$ cat src/rtl/id_ex_stage.sv
// rtl/id_ex_stage.sv - Decode-to-Execute pipeline register with load-use hazard, WB bypass, flush and stall

module id_ex_stage #(
  parameter int W  = 16,
  parameter int N  = 3,
  parameter int CW = 8
) (
  input  logic          clk,
  input  logic          rst,
  input  logic          d_valid,
  input  logic [N-1:0]  d_src,
  input  logic [N-1:0]  d_dst,
  input  logic          d_use_src,
  input  logic          d_use_dst,
  input  logic [W-1:0]  d_rsrc,
  input  logic [W-1:0]  d_rdst,
  input  logic [N-1:0]  d_wa,
  input  logic          d_reg_write,
  input  logic          d_mem_read,
  input  logic [CW-1:0] d_ctrl,
  input  logic [W-1:0]  d_imm,
  input  logic          flush,
  input  logic          ex_stall,
  input  logic          wb_reg_write,
  input  logic [N-1:0]  wb_wa,
  input  logic [W-1:0]  wb_wd,
  output logic          hold_decode,
  output logic          e_valid,
  output logic [W-1:0]  e_rsrc,
  output logic [W-1:0]  e_rdst,
  output logic [N-1:0]  e_src,
  output logic [N-1:0]  e_dst,
  output logic [N-1:0]  e_wa,
  output logic          e_reg_write,
  output logic          e_mem_read,
  output logic [CW-1:0] e_ctrl,
  output logic [W-1:0]  e_imm,
  output logic [W-1:0]  stall_count
);

  typedef enum logic [0:0] {RUN = 1'b0, BUBBLE = 1'b1} state_t;

  localparam logic [W-1:0] CNT_MAX = '1;
  localparam logic [W-1:0] CNT_ONE = W'(1);

  state_t       state_q;
  state_t       state_d;
  logic         src_hit;
  logic         dst_hit;
  logic         hazard;
  logic         do_bubble;
  logic         do_advance;
  logic [W-1:0] fwd_rsrc;
  logic [W-1:0] fwd_rdst;

  // A load in EX whose result the decoding instruction needs; suppressed while a bubble is already in flight
  assign src_hit = d_use_src & (d_src == e_wa);
  assign dst_hit = d_use_dst & (d_dst == e_wa);
  assign hazard  = d_valid & e_valid & e_mem_read & e_reg_write &
                   (state_q == RUN) & (src_hit | dst_hit);

  // Same-cycle writeback wins over the stale regFile read
  assign fwd_rsrc = (wb_reg_write && (wb_wa == d_src)) ? wb_wd : d_rsrc;
  assign fwd_rdst = (wb_reg_write && (wb_wa == d_dst)) ? wb_wd : d_rdst;

  // State register
  always_ff @(posedge clk or posedge rst) begin
    if (rst) state_q <= RUN;
    else     state_q <= state_d;
  end

  // Next state: flush > ex_stall > hazard > advance
  always_comb begin
    state_d = state_q;
    if (flush)          state_d = RUN;
    else if (ex_stall)  state_d = state_q;
    else if (hazard)    state_d = BUBBLE;
    else                state_d = RUN;
  end

  // Outputs and per-edge action decode
  always_comb begin
    hold_decode = ~flush & (ex_stall | hazard);
    do_bubble   = ~flush & ~ex_stall & hazard;
    do_advance  = ~flush & ~ex_stall & ~hazard;
  end

  // EX-side pipeline register; flush kills only the control, a bubble also zeroes data
  always_ff @(posedge clk or posedge rst) begin
    if (rst) begin
      e_valid     <= 1'b0;
      e_rsrc      <= '0;
      e_rdst      <= '0;
      e_src       <= '0;
      e_dst       <= '0;
      e_wa        <= '0;
      e_reg_write <= 1'b0;
      e_mem_read  <= 1'b0;
      e_ctrl      <= '0;
      e_imm       <= '0;
    end else if (flush) begin
      e_valid     <= 1'b0;
      e_reg_write <= 1'b0;
      e_mem_read  <= 1'b0;
      e_ctrl      <= '0;
    end else if (do_bubble) begin
      e_valid     <= 1'b0;
      e_rsrc      <= '0;
      e_rdst      <= '0;
      e_src       <= '0;
      e_dst       <= '0;
      e_wa        <= '0;
      e_reg_write <= 1'b0;
      e_mem_read  <= 1'b0;
      e_ctrl      <= '0;
      e_imm       <= '0;
    end else if (do_advance) begin
      e_valid     <= d_valid;
      e_rsrc      <= fwd_rsrc;
      e_rdst      <= fwd_rdst;
      e_src       <= d_src;
      e_dst       <= d_dst;
      e_wa        <= d_wa;
      e_reg_write <= d_reg_write;
      e_mem_read  <= d_mem_read;
      e_ctrl      <= d_ctrl;
      e_imm       <= d_imm;
    end
  end

  // Saturating count of inserted load-use bubbles
  always_ff @(posedge clk or posedge rst) begin
    if (rst)
      stall_count <= '0;
    else if (do_bubble && (stall_count != CNT_MAX))
      stall_count <= stall_count + CNT_ONE;
  end

endmodule

$ cat config.mk
export PLATFORM = sky130hd
export DESIGN_NAME = id_ex_stage
export DESIGN_NICKNAME = d
export VERILOG_FILES = /design/src/rtl/id_ex_stage.sv
export SDC_FILE = /design/constraint.sdc
export NUM_CORES = 1
export LEC_CHECK = 0
export BUFFER_PORTS_ARGS = -buffer_cell sky130_fd_sc_hd__buf_4
export CAP_MARGIN = 25
export CORE_ASPECT_RATIO = 1.4
export CORE_MARGIN = 8
export CORE_UTILIZATION = 25
export CTS_CLUSTER_SIZE = 20
export DETAILED_ROUTE_END_ITERATION = 12
export REMOVE_ABC_BUFFERS = 1
export SETUP_SLACK_MARGIN = 0.2
export SLEW_MARGIN = 30
export SYNTH_ARGS = -nofsm -noshare
export SYNTH_HDL_FRONTEND = slang
export SYNTH_SLANG_ARGS = --single-unit
$ cat constraint.sdc
create_clock -name clk -period 3.9 [get_ports clk]
set_input_delay 1.17 -clock clk [delete_from_list [all_inputs] [get_ports clk]]
set_output_delay 1.17 -clock clk [all_outputs]
set_load 0.02 [all_outputs]
Yosys cells after proc, flatten, opt, wreduce, memory -nomap -nowiden

Index checks and enable logic that the tools add are counted.

Word-level logic and storage cells: 71
Input bits: 94
Register bits after elaboration: 85
Output and inout bits: 85

Add/subtract/negate cells: 1
Multiplexer cells: 29
Bitwise logic cells: 17
Eq/ne operators: 6
Reduce and logical (&&, ||, !) cells: 6

Operators by type and width:

| cell                    | count |
|---|---|
| $mux W16                | 8 |
| $mux W8                 | 3 |
| $mux W3                 | 6 |
| $add A16 B1 Y16 const B | 1 |
| $ne A16 B16 Y1 const B  | 1 |
| $eq A3 B3 Y1            | 4 |
| $mux W1                 | 12 |
| $and A1 B1 Y1           | 11 |
| $not A1 Y1              | 4 |
| $logic_and A1 B1 Y1     | 3 |
| $reduce_bool A3 Y1      | 1 |
| $ne A2 B2 Y1 const B    | 1 |
| $or A1 B1 Y1            | 2 |
| $reduce_and A2 Y1       | 1 |
| $reduce_bool A2 Y1      | 1 |

Depth between registers and ports, before layout

Depth in word-level cells: 10
Gate-level depth with buffers: 7
Depth with buffers taken out: 6

Least setup slack after synthesis

Ideal clock, no wire load.

Path type: in2out
Start: input d_src[1]
End: output hold_decode
Required time: 2.730 ns
Data arrival time: 2.479 ns
Path buffers: 1
Cell stages on the path: 6
Path slack: 0.251 ns
Cells stage by stage: xnor2_1 nand4_1 a21oi_2 clkbuf_1 nor2_1 nor2_1

Word-level cells in the longest chain between the ends: 6

Ends and longest elaborated chain:

| what          | RTL line | text |
|---|---|---|
| from (decl)   | 11       | `input logic [N-1:0] d_src,` |
| $eq A3 B3 Y1  | 57       | `assign src_hit = d_use_src & (d_src == e_wa);` |
| $and A1 B1 Y1 | 57       |  |
| $or A1 B1 Y1  | 60       | `(state_q == RUN) & (src_hit \| dst_hit);` |
| $and A1 B1 Y1 | 60       |  |
| $or A1 B1 Y1  | 83       | `hold_decode = ~flush & (ex_stall \| hazard);` |
| $and A1 B1 Y1 | 83       |  |
| to (decl)     | 27       | `output logic hold_decode,` |

Every way passes these cells.

Worst setup path after layout

Start: input d_dst[1]
End: output hold_decode

Word-level cells in the longest chain between the ends: 6

Ends and longest elaborated chain:

| what          | RTL line | text |
|---|---|---|
| from (decl)   | 12       | `input logic [N-1:0] d_dst,` |
| $eq A3 B3 Y1  | 58       | `assign dst_hit = d_use_dst & (d_dst == e_wa);` |
| $and A1 B1 Y1 | 58       |  |
| $or A1 B1 Y1  | 60       |  |
| $and A1 B1 Y1 | 60       |  |
| $or A1 B1 Y1  | 83       |  |
| $and A1 B1 Y1 | 83       |  |

Every way passes these cells.

==> impl_metrics.csv <==
group,metric,value,unit
clocking,cts.sinks,85,
route,route.detailed.drc,0,
final_layout,diodes,0,
floorplanning,core-area,0.01597,mm^2
synthesis,yosys-top-cells-area,"dfrtp_1, nand2_1, mux2i_1",
clocking,clk_pin_slew,0.06,ns
timing,fmax,0.2897,GHz
placed_design,port_buffers,178,
synthesis,yosysTopAreaCellShare,0.5289,
power,ir_worst_vdd,0.1779,mV
synthesis,netlist_area,0.004021,mm^2
placed_design,place_ws,0.4274,ns
timing,min_period,3.451,ns
run,maxCapViolations,0,
power,clkPwrFrac,0.343,
setup_path,worstPathArrival,2.28,ns
placed_design,dp_hpwl,10070,um
route,highest_layer,"met4",
timing,rsz0062_at_grt,"false",
final_layout,final_layout_size_suffix_gt1_frac,0.3635,
global_routing,grt_max_degree,86,
timing,worst_clock_skew,0.007736,ns
setup_path,r2r-start,"e_wa[0]",
clocking,cts_buffers,9,
setup_path,worst_path_max_delay_cell,"nand4_2",
power,fin_total_pwr,2.338,mW
clocking,clock_latency,0.34,ns
route,wl_met3,941,um
setup_path,crit_path_cell_trace,"buf_4, xnor2_1, nand4_2, a21oi_4, nor2_1, nor2_1, buf_4",
synthesis,postSynthAreaPerCell,10.05,um^2
power,pwr-share-comb,0.222,
route,via_per_inst,4.619,
setup_path,path_depth,7,
route,drtIter0Drc,222,
floorplanning,pin_count,179,
route,ant_nets,0,
clocking,cts-root-buf,"clkbuf_16",
timing,hold_violations,0,
floorplanning,fp.dieW,123.2,um
synthesis,synthDistinctLibCells,34,
timing,maxSlewHeadroom,0.4802,
setup_path,worstPathRequired,2.73,ns
power,p_leak,2.914,nW
setup_path,endpoint,"hold_decode",
global_routing,antenna_found_initial,0,
setup_path,endpoint_kind,"output pin",
final_layout,n_fill_cell,1640,
power,intPower,1.651,mW
clocking,postCtsSetupRepairBufs,0,
synthesis,synth_cells,400,
synthesis,ys_seq_elements,85,
synthesis,ys_warn_count,0,
setup_path,worstSetupStartpointType,"input port",
floorplanning,dieArea,0.02046,mm^2
setup_path,cp_slowest_stage_delay,0.27,ns
power,sw_frac_of_total,0.2940,
floorplanning,floorplan.rows,55,
floorplanning,fp.dieH,166.1,um
clocking,clockBufferDepth,2,
final_layout,fin_util,0.3657,
route,wirelength_met1,5042,um
setup_path,crit_buf_inv,2,
global_routing,grt_util_all_layers,0.1290,
setup_path,cp_max_fo,4,
timing,worst_pin_slew,0.7797,ns
clocking,cts_tree,"yes",
setup_path,reg2reg_to,"stall_count[12]",
timing,final_max_slew_viol_count,0,
route,route.met2.wl,7097,um
placed_design,post_dp_cell_area,0.005559,mm^2
min_path,hp-class,"flip-flop to flip-flop",
route,num_vias,3575,
synthesis,synth-seq-area-share,0.5289,
timing,timing.final.crit_share,0.8850,
global_routing,grt-ovfl-total,0,
timing,final.setup.worst_slack,0.4487,ns
status,status,"finished, final reports clean",
placed_design,place.gp.congestion,0.7868,
floorplanning,initial_core_util,0.2519,
min_path,whs_path_depth,2,
timing,setup_viol,0,
clocking,ctsHoldBuffers,0,
route,first_pass_iters,4,
power,p_per_area,400.5,mW/mm^2
setup_path,regToRegSetupSlack,1.57,ns
route,wl,13280,um
synthesis,synth_top_cell_by_area,"dfrtp_1",
setup_path,crit_family,"simple AND/OR/NAND/NOR gates",
power,pwr-share-seq,0.436,
final_layout,area_delta_synth_final,45.18,%
setup_path,critPathLaunch,"d_dst[1]",
setup_path,path_class,"input port to output pin",
route,wl_per_cell,17.15,um
clocking,cts-resized-gates,0,
global_routing,grt_pass1_vias,3889,
power,netSwitchingPower,687.4,uW
global_routing,grt_pass1_wl,20730,um
final_layout,design_area,0.005838,mm^2
final_layout,nets,665,
clocking,cts.htree.levels,3,
setup_path,worstRegToRegCells,6,
worst min-delay path: cells and delay by family (launching register included):
family / cells / cell delay (ns)
compound gates: 1 / 0.05
flops: 1 / 0.34
simple gates: 1 / 0.05
cells by family (layout without fill, tap and decap cells):
| kind of cell | Yosys count | after routing | synth area share |
|---|---|---|---|
| xor gates and xnor gates | 25 | 25 | 0.05445 |
| adders and majority gates | 1 | 1 | 0.003111 |
| and+or+nand+nor | 151 | 151 | 0.1705 |
| buffers and inverters | 28 | 203 | 0.03018 |
| AOI/OAI and AO/OA | 75 | 75 | 0.1251 |
| DFF | 85 | 85 | 0.5289 |
| muxes | 35 | 35 | 0.08774 |
final cells by class:
type | instances | area [um^2] | share of cell area
Clock inverter | 5 | 36.28 | 0.006215
Timing Repair Buffer | 184 | 1381 | 0.2366
Inverter | 3 | 16.27 | 0.002786
Tap cell | 199 | 249.0 | 0.04265
Clock buffer | 11 | 242.7 | 0.04158
Sequential cell | 85 | 2127 | 0.3643
Multi-Input combinational cell | 287 | 1785 | 0.3058
sequential cells by signal (all words and copies together) (netlist names):
name         count
e_mem_read       1
e_rsrc          16
e_rdst          16
e_src            3
e_wa             3
state_q          1
e_reg_write      1
e_imm           16
stall_count     16
e_ctrl           8
e_dst            3
e_valid          1
power by group through the flow:
stage	sequential, mW	combinational (mW)	clock [mW]
3_3_place_gp	1.03	0.520	0
2_1_floorplan	1.13	0.143	0
3_5_place_dp	1.04	0.530	0
5_1_grt	1.03	0.563	0.867
4_1_cts	1.02	0.530	0.833
6_report	1.02	0.519	0.801
worst min path at each step:
stage	endpoint	slack, ns	startpoint
after floorplan	state_q	0.49	state_q
after global placement	e_rdst[6]	0.46	e_rdst[6]
after detailed placement	e_rsrc[15]	0.47	e_rsrc[15]
after CTS	e_rsrc[15]	0.48	e_rsrc[15]
after global routing	e_rdst[15]	0.50	e_rdst[15]
final	e_rdst[15]	0.47	e_rdst[15]
placed cells by master, fill, tap and decap left out, types with 2 or more instances in the layout:
cell and n:
a21oi_1 11, buf_4 184, and3_1 2, dfrtp_1 85, mux2_2 2, o31ai_1 32
clkbuf_16 9, xnor2_1 21, nor3_1 3, nand2_1 101, nand4_1 11, nand3_1 5
mux2i_1 33, nor2b_1 2, inv_1 2, xor2_1 4, o21ai_0 25, nor4_1 2
nor2_1 9, nand3b_1 11, clkinvlp_4 3
stage by stage:
step	instances	setup TNS [ns]	hold WS, ns
3_5_place_dp	758	0	0.4680
3_3_place_gp	758	0	0.4628
6_report	774	0	0.4735
4_1_cts	774	0	0.4816
5_1_grt	774	0	0.5019
2_1_floorplan	375	-0.5136	0.4902
synth_stat cells:
cell and number:
and3_1 2, mux2_2 2, or2_2 1, o21ai_0 25
dfrtp_1 85, nand4_1 11, a2111oi_2 1, a41oi_1 1
nand3_1 5, o31ai_1 32, inv_1 3, a21oi_1 11
xnor2_1 21, a2111oi_4 1, xor2_1 4, nor4_2 1
ha_1 1, nor2_1 10, a21oi_2 1, nor3_1 3
a21o_1 1, nand4_2 1, nand2_1 101, buf_2 7
and4_1 1, mux2i_1 33, nor4_1 2, a31oi_1 1
nor2b_1 2, buf_4 2, nand3b_1 11, buf_1 1
clkbuf_1 15, o41ai_1 1
routing by layer:
layer  global-route usage  vias to the layer above
li1                     -                     1740
met2               0.2300                      100
met5                    0                        -
met3              0.03675                       13
met1               0.1427                     1722
met4              0.03783                        0
(Power assumes the default switching activity.)
